### src/rtl/alu_share_arbiter.sv
// Round-robin arbiter that shares one registered ALU between two valid/ready requesters.
// Each accepted operation is issued to the ALU and answered two cycles later.
module alu_share_arbiter #(
    parameter int WIDTH = 16,
    parameter int OPW   = 3
) (
    input  logic             clock,
    input  logic             reset_n,
    input  logic             req0_valid,
    input  logic [OPW-1:0]   req0_op,
    input  logic [WIDTH-1:0] req0_a,
    input  logic [WIDTH-1:0] req0_b,
    output logic             req0_ready,
    output logic             rsp0_valid,
    output logic [WIDTH-1:0] rsp0_result,
    output logic             rsp0_zero,
    input  logic             req1_valid,
    input  logic [OPW-1:0]   req1_op,
    input  logic [WIDTH-1:0] req1_a,
    input  logic [WIDTH-1:0] req1_b,
    output logic             req1_ready,
    output logic             rsp1_valid,
    output logic [WIDTH-1:0] rsp1_result,
    output logic             rsp1_zero,
    output logic [WIDTH-1:0] alu_in1,
    output logic [WIDTH-1:0] alu_in2,
    output logic [OPW-1:0]   alu_control,
    input  logic [WIDTH-1:0] alu_result,
    input  logic             alu_zero,
    output logic             busy
);

    typedef enum logic [1:0] {IDLE, EXEC, RESP} state_t;

    state_t state;
    logic   owner;
    logic   last_grant;
    logic   any_valid;
    logic   grant_port;

    // On a tie the port that did not win last time is chosen.
    always_comb begin
        any_valid  = req0_valid || req1_valid;
        grant_port = (req0_valid && req1_valid) ? !last_grant : req1_valid;
    end

    assign req0_ready = (state == IDLE) && any_valid && !grant_port;
    assign req1_ready = (state == IDLE) && any_valid &&  grant_port;

    // Both response buses share the ALU outputs; only the valid pulse selects the owner.
    assign rsp0_result = alu_result;
    assign rsp1_result = alu_result;
    assign rsp0_zero   = alu_zero;
    assign rsp1_zero   = alu_zero;

    always_ff @(posedge clock or negedge reset_n) begin
        if (!reset_n) begin
            state       <= IDLE;
            alu_in1     <= '0;
            alu_in2     <= '0;
            alu_control <= '0;
            owner       <= 1'b0;
            last_grant  <= 1'b1;
            rsp0_valid  <= 1'b0;
            rsp1_valid  <= 1'b0;
            busy        <= 1'b0;
        end else begin
            case (state)
                IDLE: begin
                    if (any_valid) begin
                        alu_control <= grant_port ? req1_op : req0_op;
                        alu_in1     <= grant_port ? req1_a  : req0_a;
                        alu_in2     <= grant_port ? req1_b  : req0_b;
                        owner       <= grant_port;
                        last_grant  <= grant_port;
                        busy        <= 1'b1;
                        state       <= EXEC;
                    end
                end
                EXEC: begin
                    // The ALU captures the held operands at the end of this cycle.
                    rsp0_valid <= !owner;
                    rsp1_valid <= owner;
                    state      <= RESP;
                end
                RESP: begin
                    rsp0_valid <= 1'b0;
                    rsp1_valid <= 1'b0;
                    busy       <= 1'b0;
                    state      <= IDLE;
                end
                default: begin
                    rsp0_valid <= 1'b0;
                    rsp1_valid <= 1'b0;
                    busy       <= 1'b0;
                    state      <= IDLE;
                end
            endcase
        end
    end

endmodule

### config.mk
export PLATFORM = sky130hd
export DESIGN_NAME = alu_share_arbiter
export DESIGN_NICKNAME = d
export VERILOG_FILES = /design/src/rtl/alu_share_arbiter.sv
export SDC_FILE = /design/constraint.sdc
export NUM_CORES = 1
export LEC_CHECK = 0
export ABC_AREA = 1
export BUFFER_PORTS_ARGS = -buffer_cell sky130_fd_sc_hd__buf_2
export CAP_MARGIN = 20
export CORE_MARGIN = 8
export CORE_UTILIZATION = 25
export DETAILED_ROUTE_END_ITERATION = 8
export PLACE_DENSITY = 0.57
export SYNTH_ARGS = -nofsm -noshare
export SYNTH_HDL_FRONTEND = slang
export SYNTH_SLANG_ARGS = --single-unit
export TNS_END_PERCENT = 50
### constraint.sdc
create_clock -name clock -period 2.2 [get_ports clock]
set_input_delay 0.11 -clock clock [delete_from_list [all_inputs] [get_ports clock]]
set_output_delay 0.11 -clock clock [all_outputs]
set_load 0.02 [all_outputs]
==> out/qor.txt, run 1 <==
Total routed wirelength: 7.28 mm
Maximum clock insertion buffer count: 2
Critical Path Sink Type: output pin
PwrDens: 1250 mW/mm^2
Gpl congestion: 0.734
I/O Buffers: 113
Via density: 4.11
Clock root buffer: clkbuf_8
Critical Path Start: state[1]
#FFs+latches synth: 42
Total Power: 0.00386 W
Core box area: 0.0101 mm^2
Max-slew violations: 0
Max VDD drop: 0.404 mV
Gr usage total: 0.107
Setup TNS Final: 0 ps
Netlist cell types: 15
Final setup vio count: 0
Arrival @ worst endpoint: 1710 ps
Leakage: 1.95 nW
Sequential share of the synthesized area: 0.411
Kind of start point of the critical path: flop
Cell Area, Synth: 0.00256 mm^2
RSZ-0062 raised after global routing: false
Slew @ Worst Pin: 695 ps
H-tree levels: 2
First-pass GRT wire length: 11.7 mm
Initial antenna violation count: 0
Via count: 2366
Req. time, crit path: 2090 ps
Cts bufs inserted: 5
Status: complete, no violations
Row cnt: 37
Min-delay worst type: primary input to flop
Nets@finish: 530
CTS sink cnt: 42
Relative slew slack: 0.536
Worst Skew: 4.96 ps
P&R area growth vs syn: 20.7%
Period utilization: 0.825
Layout cell share with drive strength beyond 1: 0.305
Vias in the first global route: 2409
Top-level port count: 165
Peak fanout along the critical path: 38
Drt first pass iters: 4
Die H: 117 um
Worst reg2reg path startpoint: last_grant
Post-synthesis cell type with the largest combined area: dfrtp_1
Max_cap viols: 0
HPWL after DPL: 5.18 mm
Fin. Hold Viols: 0
Critical path class: flop to output pin
Mapped Nets: 455
Ant. Diodes: 0
Die width: 117 um
Final Critical Period: 1820 ps
Worst-Skew Late Latency: 290 ps
Post-Syn Instances: 364
Avg Synthesized Cell Area: 7.04 um^2
Gr ovfl total: 0
Die area: 0.0137 mm^2
Post-route ant nets: 0
Worst hold start: req0_a[4]
F_max: 0.551 GHz
Synth warn: 0
Synth area leaders: dfrtp_1, nand2_1, nand3_1
DRT iter0 DRCs: 81
Wirelength per Cell: 12.6 um
Effective utilization at floorplan: 0.253
Top cell type's share of synthesized area: 0.400
Largest net degree at the start of global routing: 43
TritonCTS clock tree: built
Number of remaining DRC errors: 0
CTS clk-pin slew, worst paths: 80 ps
-- layer usage --
metal | part of all wire | track usage
met4 | 0.0077 | 0.0375
met5 | 0 | 0
met2 | 0.51 | 0.193
met1 | 0.40 | 0.117
met3 | 0.078 | 0.0298
-- sequential cells by signal, indices dropped and copies added (netlist names) --
signal       flops
state            2
last_grant       1
rsp0_valid       1
owner            1
rsp1_valid       1
busy             1
alu_in2         16
alu_control      3
alu_in1         16
-- report_power, final --
part	switching (W)	internal [W]
Clock	0.000267	0.000317
Sequential	0.000207	0.00117
Combinational	0.00129	0.000612
-- worst paths after layout --
path                                to  slack [ps]  cells past startpoint
min reg2reg                 rsp0_valid         470                      1
min                         alu_in1[4]         110                      5
max in group asynchronous   last_grant        1300                      3
max reg2reg                alu_in2[15]         670                      6
max                         req0_ready         380                      6
min in group asynchronous   alu_in2[2]         340                      2
-- what timing repair did --
| action | 4_1_cts | 5_1_grt |
|---|---|---|
| setup buffers | 0 | 0 |
| hold buffers | 0 | 1 |
| gates resized for setup | 0 | 0 |
| endpoints found under the hold margin | 0 | 19 |
-- kinds of logic (layout without fill, tap and decap cells) --
| logic type | count (synthesis) | count (layout) | share of synthesized area |
|---|---|---|---|
| DFF | 42 | 42 | 0.411 |
| buffers and inverters | 129 | 205 | 0.265 |
| AOI/OAI and AO/OA | 3 | 3 | 0.00586 |
| and+or+nand+nor | 190 | 190 | 0.318 |
-- critical path: stages, from the launching register on --
cell     delay [ps]
dfrtp_1         360
inv_1            70
nand2_1         140
nor2_4           40
inv_2           510
nor2_1          100
buf_2           190
-- Yosys cell counts --
cell type / instances
clkbuf_1: 4
nor2_4: 1
buf_2: 6
buf_4: 34
nor2_1: 3
nor2_2: 1
dfrtp_1: 41
o21ai_0: 3
inv_2: 2
dfstp_2: 1
nand3_1: 70
buf_6: 8
nand2_2: 2
inv_1: 75
nand2_1: 113
-- cells in the final DEF, fill, tap and decap left out --
master	n
nand3_1	70
nand2_2	2
dlygate4sd3_1	1
inv_2	2
buf_2	113
buf_4	5
nor2_2	1
nor2_4	1
dfrtp_1	41
dfstp_2	1
clkbuf_8	8
inv_1	75
nor2_1	3
buf_16	1
o21ai_0	3
nand2_1	113
-- area by class of cell --
type                            instances  area [um^2]
Multi-Input combinational cell        193          831
Sequential cell                        42         1050
Timing Repair Buffer                  120          641
Tap cell                              136          170
Inverter                               77          289
Clock buffer                            8          110
Fill cell                            1145         7050
-- metrics by stage --
stage	hold WS (ps)	area [um^2]	instances	worst slack (ps)	utilization
CTS	5.18	3060	574	331	0.301
floorplan	-186	2560	364	810	-
global route	104	3090	576	192	0.305
detailed placement	220	2950	566	649	0.291
finish	109	3090	576	385	0.305
global placement	220	2950	566	685	0.291
(Power assumes the default switching activity.)
==> run 2, diff against run 1 <==
- clock period: 2.2 -> 1.75 ns (I/O delays scaled with it)
==> out/qor.txt, run 2 (same netlist as run 1, synthesis figures left out) <==
Status: complete, no violations
CTS clk-pin slew, worst paths: 80 ps
Die area: 0.0137 mm^2
Met3 Use GR: 0.0328
Initial antenna violation count: 0
Post-route ant nets: 0
Max-slew violations: 0
Top-level port count: 165
Leakage: 1.94 nW
HPWL after DPL: 5.33 mm
Gr usage total: 0.102
DP Worst Slack: 355 ps
Cts bufs inserted: 5
Core box area: 0.0101 mm^2
Largest net degree at the start of global routing: 39
Fin area: 0.00306 mm^2
Final setup vio count: 0
Global route hottest layer: met2
Final Critical Period: 1560 ps
TritonCTS clock tree: built
Slew @ Worst Pin: 546 ps
Period utilization: 0.893
Arrival @ worst endpoint: 1470 ps
CTS sink cnt: 42
DP Area: 0.00296 mm^2
Critical Path Sink Type: output pin
Clock root buffer: clkbuf_8
Via count: 2346
Min-delay worst type: primary input to flop
Drt first pass iters: 4
Gr ovfl total: 0
I/O Buffers: 113
PwrDens: 1560 mW/mm^2
Peak fanout along the critical path: 17
DRT iter0 DRCs: 108
Commonest non-fill, non-tap cells in the layout: nand2_1, buf_2, inv_1
Die width: 117 um
Row cnt: 37
Max_cap viols: 0
Kind of start point of the critical path: flop
Wirelength per Cell: 12.0 um
H-tree levels: 2
Total routed wirelength: 6.91 mm
F_max: 0.640 GHz
Nets@finish: 531
Fill count: 1113
Maximum clock insertion buffer count: 2
First-pass GRT wire length: 11.2 mm
Die H: 117 um
Fin. Hold Viols: 0
Met2 usage: 0.177
Setup TNS Final: 0 ps
Via density: 4.07
Critical path class: flop to output pin
Slowest-stage cell, CP: dfstp_2
Vias in the first global route: 2360
Number of remaining DRC errors: 0
Ant. Diodes: 0
Effective utilization at floorplan: 0.253
Max VDD drop: 0.501 mV
P&R area growth vs syn: 19.6%
Layout cell share with drive strength beyond 1: 0.304
Top Registers: alu_in1: 16 flops, alu_in2: 16 flops, alu_control: 3 flops
Req. time, crit path: 1660 ps
Relative slew slack: 0.636
Worst path cell trace: nand2_2 -> nand2_2 -> buf_4 -> inv_2 -> nor2_1 -> buf_2
CP most frequent cell: nand2_2
Worst Skew: 8.73 ps
Post-CTS setup buffers: 0
Gpl congestion: 0.725
Max incr delay on CP: 540 ps
RSZ-0062 raised after global routing: false
Worst-Skew Late Latency: 290 ps
Met1 Usage GRT: 0.115
Worst setup margin: 188 ps
==> run 2: layout make-up <==
| class | count | area, um^2 | share of cell area |
|---|---|---|---|
| repair buffers | 121 | 628 | 0.205 |
| flip-flops and latches | 42 | 1050 | 0.343 |
| well taps | 136 | 170 | 0.0555 |
| inverters | 77 | 292 | 0.0951 |
| clock inverters | 1 | 5.00 | 0.00163 |
| clock buffers | 7 | 86.3 | 0.0282 |
| multi-input cells | 193 | 831 | 0.271 |
==> run 2: worst max-delay path, delay by kind of cell (launching register included) <==
family	cells	cell delay [ps]
buffers and inverters	3	430
AND/OR/NAND/NOR	3	200
flip-flops	1	540
==> run 2: power by group <==
part	internal, W	switching [W]	total [W]
clock network	0.000319	0.000326	0.000645
logic	0.000767	0.00163	0.00239
registers	0.00147	0.000264	0.00173
==> run 2: through the flow <==
step,hold WS [ps],std cells,util,total power (W)
CTS,76.3,577,0.302,0.00486
global placement,104,568,0.292,0.00413
finish,88.5,577,0.302,0.00477
global route,95.5,577,0.302,0.00520
detailed placement,113,568,0.292,0.00418
floorplan,-208,364,-,0.00354
==> run 2: repair_timing <==
item | in CTS | in global routing
hold buffers | 1 | 0
setup endpoints to repair | 0 | 1
resized for setup | 0 | 2
endpoints found under the hold margin | 22 | 0
==> run 2: path summary, 6_finish.rpt <==
kind | end | slack [ps] | start | cells after the start
min in group asynchronous | alu_in2[8] | 320 | reset_n | 2
worst min register to register | alu_in2[3] | 480 | alu_in2[3] | 2
worst max-delay path | req0_ready | 190 | last_grant | 6
worst max register to register | alu_control[1] | 370 | state[1] | 6
max in group asynchronous | alu_in2[12] | 820 | reset_n | 3
worst min-delay path | alu_in1[8] | 90 | req0_a[8] | 5
==> run 2: layer usage <==
| metal | vias up | part of all wire |
|---|---|---|
| met5 | - | 0 |
| met4 | 0 | 0.013 |
| met3 | 5 | 0.082 |
| met2 | 77 | 0.51 |
| met1 | 1072 | 0.40 |
| li1 | 1192 | - |
==> run 3, diff against run 2 <==
- BUFFER_PORTS_ARGS: -buffer_cell sky130_fd_sc_hd__buf_2 -> not set
- DONT_BUFFER_PORTS: not set -> 1
- PLACE_DENSITY: 0.57 -> 0.43
==> out/qor.txt, run 3 (same netlist as run 1, synthesis figures left out) <==
Slew @ Worst Pin: 552 ps
Min-delay worst type: primary input to flop
Die H: 117 um
Top Registers: alu_in1: 16 flops, alu_in2: 16 flops, alu_control: 3 flops
Period utilization: 0.892
Post-route ant nets: 0
Via count: 2055
CTS clk-pin slew, worst paths: 80 ps
Cts bufs inserted: 5
Maximum clock insertion buffer count: 2
Finished Core Util: 0.272
Peak fanout along the critical path: 18
Final Critical Period: 1560 ps
Ant. Diodes: 0
Arrival @ worst endpoint: 1470 ps
Worst Skew: 5.27 ps
Layout cell share with drive strength beyond 1: 0.0650
Post-CTS setup buffers: 0
Vias in the first global route: 2164
Max incr delay on CP: 540 ps
Drt first pass iters: 4
Effective utilization at floorplan: 0.253
F_max: 0.641 GHz
Fill count: 1113
Largest net degree at the start of global routing: 43
First-pass GRT wire length: 11.2 mm
P&R area growth vs syn: 7.76%
Final setup vio count: 0
TritonCTS clock tree: built
Gr usage total: 0.106
Gr ovfl total: 0
HPWL after DPL: 5.00 mm
Nets@finish: 445
Total routed wirelength: 7.26 mm
Slowest-stage cell, CP: dfstp_2
I/O Buffers: 0
Wirelength per Cell: 14.8 um
Via density: 4.19
Kind of start point of the critical path: flop
Critical path class: flop to output pin
Critical path buffers and inverters: 3
PwrDens: 1590 mW/mm^2
Critical Path Sink Type: output pin
Status: complete, no violations
Worst path cell trace: nand2_2 -> nand2_2 -> buf_4 -> inv_2 -> nor2_1 -> buf_4
Setup TNS Final: 0 ps
Initial antenna violation count: 0
Delay-heaviest family, CP: flip-flops
Row cnt: 37
Max VDD drop: 0.448 mV
Max_cap viols: 0
Max-slew violations: 0
Metal-1 WL: 3.07 mm
RSZ-0062 raised after global routing: false
Die area: 0.0137 mm^2
Clock root buffer: clkbuf_8
Met3 Wirelength: 726 um
DR WL met2: 3.37 mm
Fin. Hold Viols: 0
Top Layer Used: met4
H-tree levels: 2
Gpl congestion: 0.726
Leakage: 1.60 nW
Number of remaining DRC errors: 0
DRT iter0 DRCs: 66
Relative slew slack: 0.631
Commonest non-fill, non-tap cell in the layout: nand2_1
CTS sink cnt: 42
Die width: 117 um
Top-level port count: 165
Req. time, crit path: 1660 ps
Core box area: 0.0101 mm^2
Worst-Skew Late Latency: 290 ps
Commonest non-fill, non-tap cells in the layout: nand2_1, inv_1, nand3_1
run 3: worst paths after layout:
kind	start	end	slack (ps)	depth (start not counted)
min reg2reg	owner	rsp0_valid	470	1
max in group asynchronous	reset_n	last_grant	1190	2
min in group asynchronous	reset_n	rsp0_valid	300	2
max reg2reg	state[1]	alu_in1[15]	480	7
min	req1_valid	alu_in2[8]	10	3
max	last_grant	req0_ready	190	6
run 3: metal layers:
| metal | up-vias | track usage |
|---|---|---|
| li1 | 1023 | - |
| met1 | 931 | 0.123 |
| met2 | 90 | 0.174 |
| met3 | 11 | 0.0452 |
| met4 | 0 | 0.0290 |
| met5 | - | 0 |
run 3: final cells by class:
| class | instances | area (um^2) | area share |
|---|---|---|---|
| well taps | 136 | 170 | 0.0616 |
| clock buffers | 7 | 76.3 | 0.0276 |
| repair buffers | 35 | 343 | 0.124 |
| flip-flops and latches | 42 | 1050 | 0.381 |
| inverters | 77 | 289 | 0.105 |
| multi-input cells | 193 | 831 | 0.301 |
run 3: where the power goes:
part | internal [W] | switching, W
logic | 0.000515 | 0.000889
registers | 0.00146 | 0.000914
clock network | 0.000276 | 0.000337
total | 0.00225 | 0.00214
run 3: timing repair:
action,in CTS,in global routing
hold endpoints to repair,63,1
hold buffers,24,1
resized for setup,0,0
run 3: through the flow:
stage / area [um^2] / power (W) / std cells / worst slack [ps] / hold WS [ps]
2_1_floorplan: 2560 / 0.00354 / 364 / 382 / -208
3_3_place_gp: 2420 / 0.00377 / 458 / 490 / -207
4_1_cts: 2750 / 0.00451 / 489 / 158 / 0.107
6_report: 2760 / 0.00439 / 490 / 190 / 11.3
3_5_place_dp: 2420 / 0.00378 / 458 / 480 / -207
5_1_grt: 2760 / 0.00480 / 490 / 88.8 / 4.64
run 3: worst reg2reg max path, delay by kind of cell (launching register included):
| kind | cells | cell delay, ps |
|---|---|---|
| buf+inv | 3 | 400 |
| flops | 1 | 380 |
| simple gates | 4 | 370 |
